### src/rtl/fb_writer.sv
// Frame-buffer writer: buffers glyph/command tokens in a small FIFO, tracks a text
// cursor and writes packed glyph bytes (or a full-screen clear) in its arbiter slot.
module fb_writer #(
  parameter int                   DATAWIDTH  = 16,
  parameter logic [DATAWIDTH-1:0] FRAMEBUF   = 16'd0,
  parameter logic [2:0]           WSLOT      = 3'd2,
  parameter int                   FIFO_DEPTH = 4,
  parameter logic [7:0]           FILL       = 8'h00
) (
  input  logic                 clk,
  input  logic                 rst,
  input  logic [2:0]           acnt,
  input  logic                 in_valid,
  output logic                 in_ready,
  input  logic [1:0]           in_cmd,
  input  logic [7:0]           in_data,
  output logic [DATAWIDTH-1:0] mem_addr,
  output logic [DATAWIDTH-1:0] mem_wdata,
  output logic [1:0]           mem_be,
  output logic                 mem_we,
  output logic [5:0]           cur_col,
  output logic [4:0]           cur_row,
  output logic                 busy,
  output logic                 state_dbg
);
  localparam int         PW        = $clog2(FIFO_DEPTH);
  localparam int         GW        = DATAWIDTH / 2;
  localparam logic [2:0] PRE_SLOT  = WSLOT - 3'd1;
  localparam logic [9:0] LAST_WORD = 10'd599;

  typedef enum logic {IDLE, CLEAR} state_t;
  state_t state, state_n;

  // Handshake: a token transfers on a rising edge where in_valid && in_ready.
  // in_ready depends only on the FIFO count, never on in_valid.
  logic [9:0]  fifo_mem [FIFO_DEPTH];
  logic [PW-1:0] wr_ptr, rd_ptr;
  logic [PW:0]   count;
  logic          push, pop, empty, slot_edge;
  logic [9:0]    head;

  assign in_ready  = (count != (PW+1)'(FIFO_DEPTH));
  assign empty     = (count == '0);
  assign push      = in_valid && in_ready;
  assign slot_edge = (acnt == PRE_SLOT);
  assign head      = fifo_mem[rd_ptr];
  assign busy      = (state == CLEAR) || !empty;
  assign state_dbg = (state == CLEAR);

  logic [9:0]           clr_cnt, clr_n;
  logic [5:0]           col_n;
  logic [4:0]           row_n;
  logic                 ld;
  logic [DATAWIDTH-1:0] ld_addr, ld_wdata, word_addr, fill_word;
  logic [1:0]           ld_be;

  assign word_addr = FRAMEBUF + DATAWIDTH'(cur_row) * DATAWIDTH'(20) + DATAWIDTH'(cur_col[5:1]);
  assign fill_word = (DATAWIDTH'(FILL) << GW) | DATAWIDTH'(FILL);

  always_comb begin
    state_n  = state;
    pop      = 1'b0;
    ld       = 1'b0;
    ld_addr  = mem_addr;
    ld_wdata = mem_wdata;
    ld_be    = 2'b00;
    col_n    = cur_col;
    row_n    = cur_row;
    clr_n    = clr_cnt;
    case (state)
      IDLE: begin
        if (slot_edge && !empty) begin
          pop = 1'b1;
          case (head[9:8])
            2'b00: begin
              ld      = 1'b1;
              ld_addr = word_addr;
              if (cur_col[0]) begin
                ld_be    = 2'b10;
                ld_wdata = DATAWIDTH'(head[7:0]) << GW;
              end else begin
                ld_be    = 2'b01;
                ld_wdata = DATAWIDTH'(head[7:0]);
              end
              if (cur_col == 6'd39) begin
                col_n = 6'd0;
                row_n = (cur_row == 5'd29) ? 5'd0 : cur_row + 5'd1;
              end else begin
                col_n = cur_col + 6'd1;
              end
            end
            2'b01: begin
              col_n = 6'd0;
              row_n = (cur_row == 5'd29) ? 5'd0 : cur_row + 5'd1;
            end
            2'b11: begin
              ld       = 1'b1;
              ld_addr  = FRAMEBUF;
              ld_be    = 2'b11;
              ld_wdata = fill_word;
              clr_n    = 10'd1;
              state_n  = CLEAR;
            end
            default: ;
          endcase
        end
      end
      CLEAR: begin
        if (slot_edge) begin
          ld       = 1'b1;
          ld_addr  = FRAMEBUF + DATAWIDTH'(clr_cnt);
          ld_be    = 2'b11;
          ld_wdata = fill_word;
          if (clr_cnt == LAST_WORD) begin
            state_n = IDLE;
            col_n   = 6'd0;
            row_n   = 5'd0;
          end else begin
            clr_n = clr_cnt + 10'd1;
          end
        end
      end
      default: state_n = IDLE;
    endcase
  end

  always_ff @(posedge clk or negedge rst) begin
    if (!rst) begin
      state     <= IDLE;
      clr_cnt   <= '0;
      cur_col   <= '0;
      cur_row   <= '0;
      mem_we    <= 1'b0;
      mem_be    <= 2'b00;
      mem_addr  <= '0;
      mem_wdata <= '0;
    end else begin
      state   <= state_n;
      clr_cnt <= clr_n;
      cur_col <= col_n;
      cur_row <= row_n;
      // Strobe and enables last exactly one cycle; address and data hold.
      mem_we  <= ld;
      mem_be  <= ld_be;
      if (ld) begin
        mem_addr  <= ld_addr;
        mem_wdata <= ld_wdata;
      end
    end
  end

  always_ff @(posedge clk or negedge rst) begin
    if (!rst) begin
      wr_ptr <= '0;
      rd_ptr <= '0;
      count  <= '0;
    end else begin
      if (push) wr_ptr <= wr_ptr + 1'b1;
      if (pop)  rd_ptr <= rd_ptr + 1'b1;
      case ({push, pop})
        2'b10:   count <= count + 1'b1;
        2'b01:   count <= count - 1'b1;
        default: ;
      endcase
    end
  end

  always_ff @(posedge clk) begin
    if (push) fifo_mem[wr_ptr] <= {in_cmd, in_data};
  end
endmodule

### config.mk
export PLATFORM = sky130hd
export DESIGN_NAME = fb_writer
export DESIGN_NICKNAME = d
export VERILOG_FILES = /design/src/rtl/fb_writer.sv
export SDC_FILE = /design/constraint.sdc
export NUM_CORES = 1
export LEC_CHECK = 0
export ABC_AREA = 1
export CAP_MARGIN = 20
export CORE_ASPECT_RATIO = 1.1
export CORE_MARGIN = 3
export CORE_UTILIZATION = 49
export DETAILED_ROUTE_END_ITERATION = 10
export GPL_ROUTABILITY_DRIVEN = 1
export HOLD_SLACK_MARGIN = 0.12
export PLACE_DENSITY = 0.69
export SLEW_MARGIN = 20
export SYNTH_ARGS = -nofsm -noshare
export SYNTH_HDL_FRONTEND = slang
export SYNTH_SLANG_ARGS = --single-unit
### constraint.sdc
create_clock -name clk -period 2.92 [get_ports clk]
set_input_delay 0.584 -clock clk [delete_from_list [all_inputs] [get_ports clk]]
set_output_delay 0.584 -clock clk [all_outputs]
set_load 0.02 [all_outputs]
Word level (Yosys, flattened, before mapping)
Memory sizes are Yosys's and may differ from the RTL's. Index checks and enable logic that the tools add are counted.

Flip-flop bits (word level): 64. Bits in writable memories: 40. Input port bits: 16. Output and inout bits: 49. Word-level logic and storage cells: 97. Memories: 1.

Memory list: fifo_mem (depth 4, bits a word 10, read ports 1, clocked after memory_dff 0, wr ports 1, RTL line 36) `logic [9:0] fifo_mem [FIFO_DEPTH];`.

Add/sub/neg operators: 8. Multipliers: 1. Eq/ne operators: 17. Muxes and demuxes: 46. Bitwise gates (word level): 1. Reduce and logical (&&, ||, !) cells: 12.

Operators by type and width (count): one-hot mux 16 bit (2 select lines) (4); 2-to-1 mux 16 bit (5); 2-to-1 mux 10 bit (4); 2-to-1 mux 5 bit (5); 2-to-1 mux 6 bit (4); one-hot mux 6 bit (2 select lines) (2); one-hot mux 10 bit (2 select lines) (1); one-hot mux 5 bit (2 select lines) (2); AND reduction 4 bit (3); adder 10 x 5 -> 11 bit (1); 2-to-1 mux 1 bit (11); adder 10 x 1 -> 10 bit (second input constant) (1); equality test 10 bit (second input constant) (1); multiplier 5 x 3 -> 8 bit (second input constant) (1); one-hot mux 2 bit (2 select lines) (2); adder 6 x 1 -> 6 bit (second input constant) (1); equality test 6 bit (second input constant) (1); 2-to-1 mux 2 bit (3); != test 2 x 1 -> 1 bit (second input constant) (3); != test 3 x 1 -> 1 bit (second input constant) (2); != test 3 bit (second input constant) (2); one-hot mux 3 bit (2 select lines) (1); adder 5 x 1 -> 5 bit (second input constant) (1); equality test 5 bit (second input constant) (1); other kinds (17) (23).

Longest topological paths before layout
Gate-level depths: netlist of the first run.

Word-level depth: 7. Gate-level depth with buffers: 15. Mapped depth without buffers: 13.

Least setup slack after synthesis of the first run
OpenSTA, ideal clock, no wires.

Path kind: reg-to-reg. From: reg cur_row[1]. To: reg mem_addr[7]. Library setup time: 0.065 ns. Arrival time: 2.090 ns. Data required time: 2.855 ns. Setup slack: 0.765 ns. Stages on the path, launching flop included: 12. Path buffers: 0. Clock period less this slack: 2.155 ns. Path through: dfrtp_1 ha_1 ha_1 fa_1 nand2_1 inv_1 nand3_1 nand3_1 nand2_1 o21ai_0 nand2_1 nand2_1.

Longest elaborated chain between the ends: 5.

Ends and longest elaborated chain: start: declaration (RTL line 22) `output logic [4:0] cur_row,`; start signal: assignment (RTL line 141) `cur_row <= row_n;`; multiplier 5 x 3 -> 8 bit (RTL line 57) `assign word_addr = FRAMEBUF + DATAWIDTH'(cur_row) * DATAWIDTH'(20) + DATAWIDTH'(cur_col[5:1]);`; adder 10 x 5 -> 11 bit (RTL line 57); one-hot mux 16 bit (2 select lines) (RTL line 74) `case (head[9:8])`; 2-to-1 mux 16 bit (RTL line 72) `if (slot_edge && !empty) begin`; one-hot mux 16 bit (2 select lines) (RTL line 70) `case (state)`; end signal: assignment (RTL line 146) `mem_addr <= ld_addr;`; end: declaration (RTL line 17) `output logic [DATAWIDTH-1:0] mem_addr,`.

No other way between the ends. The select of a mux whose other input is x is not followed. A chain may end at the register's enable or synchronous reset.

Final worst setup path of the first run
From: reg rd_ptr[1]. To: reg mem_wdata[8].

Longest elaborated chain between the ends: 7. Elaborated cells between the ends (all ways): 13. Classes of those cells: eq/ne (2); mux (7); reduce/logical (3); memory (1).

Ends and longest elaborated chain: start: declaration (RTL line 37) `logic [PW-1:0] wr_ptr, rd_ptr;`; start signal: assignment (RTL line 159) `if (pop) rd_ptr <= rd_ptr + 1'b1;`; memory read (4 x 10 bit) *; equality test 2 bit or zero test 2 bit (tied branches) (RTL line 74); OR reduction 2 bit (no line); 2-to-1 mux 1 bit (RTL line 74); 2-to-1 mux 1 bit (RTL line 72); one-hot mux 1 bit (2 select lines) (RTL line 70); AND reduction 4 bit (no line); end signal: assignment (RTL line 147) `mem_wdata <= ld_wdata;`; end: declaration (RTL line 18) `output logic [DATAWIDTH-1:0] mem_wdata,`.

Mark *: on every way between the ends. The rest lies on a longest branch, timed or not. The select of a mux whose other input is x is not followed.

==> results of run 1 <==
-- per-stage QoR --
step	worst slack (ns)	power, mW	util	instance area [um^2]	hold slack [ns]
finish	0.447	5.10	0.596	5950	0.367
floorplan	0.765	3.50	-	5090	0.288
detailed placement	0.216	4.31	0.577	5760	0.452
CTS	0.430	5.16	0.596	5950	0.383
global placement	0.284	4.25	0.577	5760	0.454
global route	0.118	5.50	0.596	5950	0.437
-- flip-flops by register name (all words and copies together) (netlist names) --
name and flops:
cur_col 6, state_dbg 1, mem_addr 11, mem_be 2
clr_cnt 10, mem_we 1, fifo_mem 40, rd_ptr 2
wr_ptr 2, mem_wdata 16, cur_row 5, count 3
-- worst paths after layout --
kind | start | to | slack, ns
max | rd_ptr[1] | mem_wdata[8] | 0.45
min | rst | cur_row[4] | 0.37
max reg2reg | rd_ptr[1] | mem_wdata[8] | 0.45
min reg2reg | mem_addr[10] | mem_addr[10] | 0.47
max in group asynchronous | rst | mem_wdata[8] | 2.04
min in group clk | mem_addr[10] | mem_addr[10] | 0.47
-- power by group --
group	total [mW]	switching, mW	internal, mW	leakage (nW)
combinational	2.20	1.35	0.844	1.37
clock	0.833	0.507	0.325	0.0910
sequential	2.07	0.259	1.81	1.15
total	5.10	2.12	2.98	2.61
-- routing by layer --
layer,vias to the layer above,GRT usage,wire (um)
met2,92,0.340,5540
met5,-,0,0
li1,1977,-,-
met1,1850,0.261,4550
met3,18,0.0240,409
met4,0,0.0786,216
-- synthesized netlist by cell type, types with 2 or more instances --
cell type | instances | share of area
nor2_1 | 40 | 0.030
fa_1 | 3 | 0.012
nand3_2 | 2 | 0.0039
buf_4 | 10 | 0.015
buf_2 | 8 | 0.0079
o21ai_1 | 31 | 0.031
inv_2 | 5 | 0.0037
a21oi_1 | 15 | 0.015
nand2_2 | 2 | 0.0025
clkbuf_1 | 4 | 0.0030
dfrtp_1 | 59 | 0.29
nor2_2 | 2 | 0.0025
o21ai_0 | 29 | 0.029
nor2_4 | 3 | 0.0067
nand3_1 | 36 | 0.036
or2_2 | 3 | 0.0037
o21ai_2 | 4 | 0.0069
buf_6 | 2 | 0.0044
inv_1 | 60 | 0.044
a22oi_1 | 2 | 0.0030
nand4_1 | 9 | 0.011
o22ai_1 | 10 | 0.012
a32oi_1 | 2 | 0.0035
edfxtp_1 | 40 | 0.24
nand2_1 | 148 | 0.11
nor3_1 | 6 | 0.0059
xor2_1 | 4 | 0.0069
ha_1 | 21 | 0.052
-- layout make-up --
class                      instances  area (um^2)  share of cell area
tap                              120          150              0.0252
multi-input combinational        383         2010               0.338
timing repair buffer              70          681               0.114
inverter                          65          244              0.0410
sequential                        99         2680               0.450
clock inverter                     7         62.6              0.0105
clock buffer                       9          124              0.0208
-- logic make-up (layout without fill, tap and decap cells) --
logic type / count (synthesis) / in the layout / share of synthesized area
and+or+nand+nor: 253 / 253 / 0.216
DFF: 99 / 99 / 0.528
AOI/OAI and AO/OA: 96 / 96 / 0.104
buffers and inverters: 90 / 151 / 0.0792
adders and majority gates: 24 / 24 / 0.0636
xor gates and xnor gates: 5 / 5 / 0.00863
other: 1 / 5 / 0.000739
==> reports/results.tsv, run 1 <==
metric	value	unit
status	finished clean	
min_period	2.47	ns
min_path_type	input pin to async pin	
cap_violations	0	
final_max_slew_viol_count	0	
synth_top_flop_cell	dfrtp_1	
cts_resized	0	
p_leak	2.61	nW
post_cts_buffers	0	
drtPass1Iterations	4	
crit_path_max_fanout	32	
antenna_cells	0	
most-common-layout-cells	nand2_1, inv_1, dfrtp_1	
worstMarginPinSlew	0.758	ns
dieArea	11600	um^2
die_x	103	um
path_depth	10	
drcViolationCount	0	
ys_seq_elements	99	
insertion_delay	0.36	ns
cts_tree	done	
final_net_count	668	
setup_tns	0	ns
ys_warn_count	0	
synth_area_per_cell	8.93	um^2
placed_cells	737	
fillers	882	
grt_overflow	0	
cp_top_family	buffers and inverters	
crit_type	flop to flop	
cts_made_buffers	9	
synth_edf_count	40	
crit_path_start_kind	flop	
routed_wl	10700	um
worst_setup_path_end_kind	flop	
clkSinkCount	99	
rsz0062_at_grt	false	
min_period_over_period	0.847	
hpwl	7700	um
antenna_found_initial	0	
cpMaxStageDelayCell	dfrtp_1	
crit_path_cell_trace	inv_1, a21oi_1, a32oi_1, inv_1, ha_1, nand2_1, nand3_2, buf_12, nand2_1, o21ai_1	
r2r_cells	10	
drt_first_iter_violations	195	
htreeDepth	3	
areaGrowthSynthToFinish	17.2	%
power_density	857	nW/um^2
syn-cell-area	5070	um^2
cp_data_required_time	3.17	ns
place.gp.congestion	0.802	
path_buf_inv	3	
track_usage	0.201	
final.setup_skew	0.0104	ns
drtAntennaViolNets	0	
seq_area_frac_synth	0.528	
max_stage_delay	0.39	ns
grt_pass1_vias	3871	
async_flop_share	0.596	
core_area	9980	um^2
path_clk_slew	0.10	ns
yosysUniqueCellTypes	36	
io_buffers	59	
num_rows	38	
start_util	0.508	
ctsHoldBuffers	0	
hold_viol	0	
finalSetupViolCount	0	
wl_per_cell	14.2	um
crit_arrival	2.72	ns
cts-root-buf	clkbuf_8	
design.portCount	65	
drive_gt1_frac	0.0790	
final_common_cell	nand2_1	
vias	3937	
fp.dieH	113	um
via_per_inst	5.23	
grt_pass1_wl	18500	um
fmax	0.404	GHz
ir_drop	0.000429	V
layout.cells.non_filler	753	
clk_path_buf_depth	2	
synthCells	568	
slew_headroom	0.494	
grt_max_degree	60	
Note: power is estimated with default switching activity, not from simulation.
==> inputs of run 2 (changes only) <==
--- a/config.mk
+++ b/config.mk
@@ -13,7 +13,7 @@
 export DETAILED_ROUTE_END_ITERATION = 10
 export GPL_ROUTABILITY_DRIVEN = 1
 export HOLD_SLACK_MARGIN = 0.12
-export PLACE_DENSITY = 0.69
+export PLACE_DENSITY = 0.72
 export SLEW_MARGIN = 20
 export SYNTH_ARGS = -nofsm -noshare
 export SYNTH_HDL_FRONTEND = slang
==> constraint.sdc (replaced) <==
create_clock -name clk -period 2.06 [get_ports clk]
set_input_delay 0.412 -clock clk [delete_from_list [all_inputs] [get_ports clk]]
set_output_delay 0.412 -clock clk [all_outputs]
set_load 0.02 [all_outputs]
==> run 2 against run 1 <==
Effect of this change: final area is 8.0% higher; clock power is 51% higher; non-clock buffer count is 31 higher; critical path depth is 1 higher; total power is 54% higher; maximum frequency is 22% higher; utilization is 4.8 points higher; via count is 4.9% higher; count of clock-buffer cells in the layout is 1 higher; die area stayed put; global-route usage is 0.15 points lower; critical endpoint is now mem_addr[7]; largest power group unchanged.
==> reports/results.tsv, run 2 (synthesized netlist as in run 1, its figures left out) <==
metric	value	unit	change
num_rows	38		unchanged
die_x	103	um	unchanged
fmax	0.491	GHz	was 0.404 GHz
dp_slack	-0.419	ns	was 0.216 ns
r2r_slack	0.03	ns	was 0.45 ns
start_util	0.508		unchanged
finalPower	7.85	mW	was 5.10 mW
design.portCount	65		unchanged
min_path_cells	2		
fp.dieH	113	um	unchanged
track_usage	0.199		was 0.201
worstReg2RegEnd	mem_addr[7]		was mem_wdata[8]
drive_gt1_frac	0.179		was 0.0790
vias	4130		was 3,937
fillers	824		was 882
final.setup_skew	0.0146	ns	was 0.0104 ns
grt_overflow	0		unchanged
crit_arrival	2.35	ns	was 2.72 ns
min_path_type	flop to flop		was input pin to async pin
grt_max_degree	60		unchanged
via_per_inst	5.27		was 5.23
drtPass1Iterations	4		unchanged
wl_per_cell	14.2	um	about the same
top_layer_used	met4		unchanged
top_regs	fifo_mem (40), mem_wdata (16), mem_addr (11)		unchanged
reg2reg_from	cur_row[3]		was rd_ptr[1]
min_period	2.03	ns	was 2.47 ns
min_period_over_period	0.988		was 0.847
largest_reg_flops	40		unchanged
drt_first_iter_violations	263		was 195
io_buffers	59		unchanged
crit_path_start_kind	flop		unchanged
cts_made_buffers	9		unchanged
setup_tns	0	ns	unchanged
cap_violations	0		unchanged
core_area	9980	um^2	unchanged
place.gp.congestion	0.892		was 0.802
final_common_cell	nand2_1		unchanged
rsz0062_at_grt	true		was false
hold_viol	0		unchanged
top_register	fifo_mem		unchanged
grt_pass1_vias	3945		was 3,871
r2r_cells	11		was 10
areaGrowthSynthToFinish	26.7	%	was 17.2%
worst_setup_path_end_kind	flop		unchanged
insertion_delay	0.37	ns	was 0.36 ns
cts-root-buf	clkbuf_8		unchanged
most-common-layout-cells	nand2_1, dfrtp_1, inv_1		was nand2_1, inv_1, dfrtp_1
status	finished clean		unchanged
power_density	1220	nW/um^2	was 857 nW/um^2
finalSetupViolCount	0		unchanged
crit_type	flop to flop		unchanged
antenna_cells	0		unchanged
dieArea	11600	um^2	unchanged
cts_tree	done		unchanged
wl_met1	4800	um	was 4550 um
drtAntennaViolNets	0		unchanged
final_max_slew_viol_count	0		unchanged
ir_drop	0.000656	V	was 0.000429 V
final_util	0.643		was 0.596
path_clk_slew	0.10	ns	about the same
clkSinkCount	99		unchanged
routed_wl	11100	um	was 10,700 um
grt_pass1_wl	18400	um	was 18,500 um
min_from	mem_addr[4]		
hpwl	7880	um	was 7700 um
final_net_count	699		was 668
clk_path_buf_depth	2		unchanged
met3_length	433	um	was 409 um
p_leak	2.81	nW	was 2.61 nW
htreeDepth	3		unchanged
dr_wl_met2	5720	um	was 5540 um
holdPathEnd	mem_addr[4]		
whs	0.484	ns	was 0.367 ns
drcViolationCount	0		unchanged
crit_path_max_fanout	4		was 32
cp_data_required_time	2.38	ns	was 3.17 ns
antenna_found_initial	0		unchanged
postLayoutSetupSlackWorst	0.0253	ns	was 0.447 ns
[run 2: cell count changes in the layout (fill, tap and decap cells not counted), moves of 6 or more]
| cell | before | now |
|---|---|---|
| nand2_2 | 2 | 8 |
| buf_4 | 10 | 37 |
| nand2_1 | 148 | 141 |
| ha_1 | 21 | 14 |
[run 2: worst max-delay path: stages (launching register included)]
cell     delay (ns)
dfrtp_2        0.44
ha_4           0.25
ha_4           0.16
fa_2           0.56
nand2_2        0.05
inv_2          0.08
nand3_2        0.08
nand3_2        0.08
nand2_1        0.05
o21ai_1        0.12
nand2_1        0.07
nand2_1        0.05
[run 2: worst max path at each step]
| stage | cells past startpoint | to | slack, ns | startpoint |
|---|---|---|---|---|
| floorplan | 11 | mem_addr[7] | -0.008 | cur_row[0] |
| global placement | 13 | count[2] | -0.32 | acnt[0] |
| detailed placement | 13 | count[2] | -0.42 | acnt[0] |
| CTS | 10 | mem_addr[8] | 0.008 | cur_row[1] |
| global route | 11 | mem_addr[7] | -0.09 | cur_row[3] |
| finish | 11 | mem_addr[7] | 0.03 | cur_row[3] |
[run 2: report_power, final]
part	internal, mW	switching, mW	leakage (nW)
sequential	2.56	0.340	1.15
clock	0.511	0.746	0.104
combinational	1.54	2.14	1.56
[run 2: metrics by stage]
| stage | instances | cell area [um^2] |
|---|---|---|
| after floorplan | 572 | 5110 |
| final | 784 | 6420 |
| after global placement | 764 | 6010 |
| after CTS | 781 | 6240 |
| after global routing | 784 | 6420 |
| after detailed placement | 764 | 6010 |
[run 2: per-layer routing]
layer | global-route usage | up-vias
met5 | 0 | -
met4 | 0.0535 | 0
met3 | 0.0376 | 14
met2 | 0.339 | 97
met1 | 0.260 | 1971
li1 | - | 2048
[run 2: cell type report]
type | instances | area, um^2 | share of cell area
repair buffers | 101 | 953 | 0.148
inverters | 65 | 244 | 0.0380
clock buffers | 10 | 138 | 0.0214
clock inverters | 6 | 62.6 | 0.00974
flip-flops and latches | 99 | 2680 | 0.417
multi-input cells | 383 | 2200 | 0.342
well taps | 120 | 150 | 0.0234
[run 2: what timing repair did]
item / in CTS / in global routing
hold buffers: 1 / 0
hold endpoints to repair: 59 / 0
resized for setup: 6 / 44
pin swaps: 2 / 24
endpoints found under the setup margin: 8 / 41
setup buffers: 0 / 3
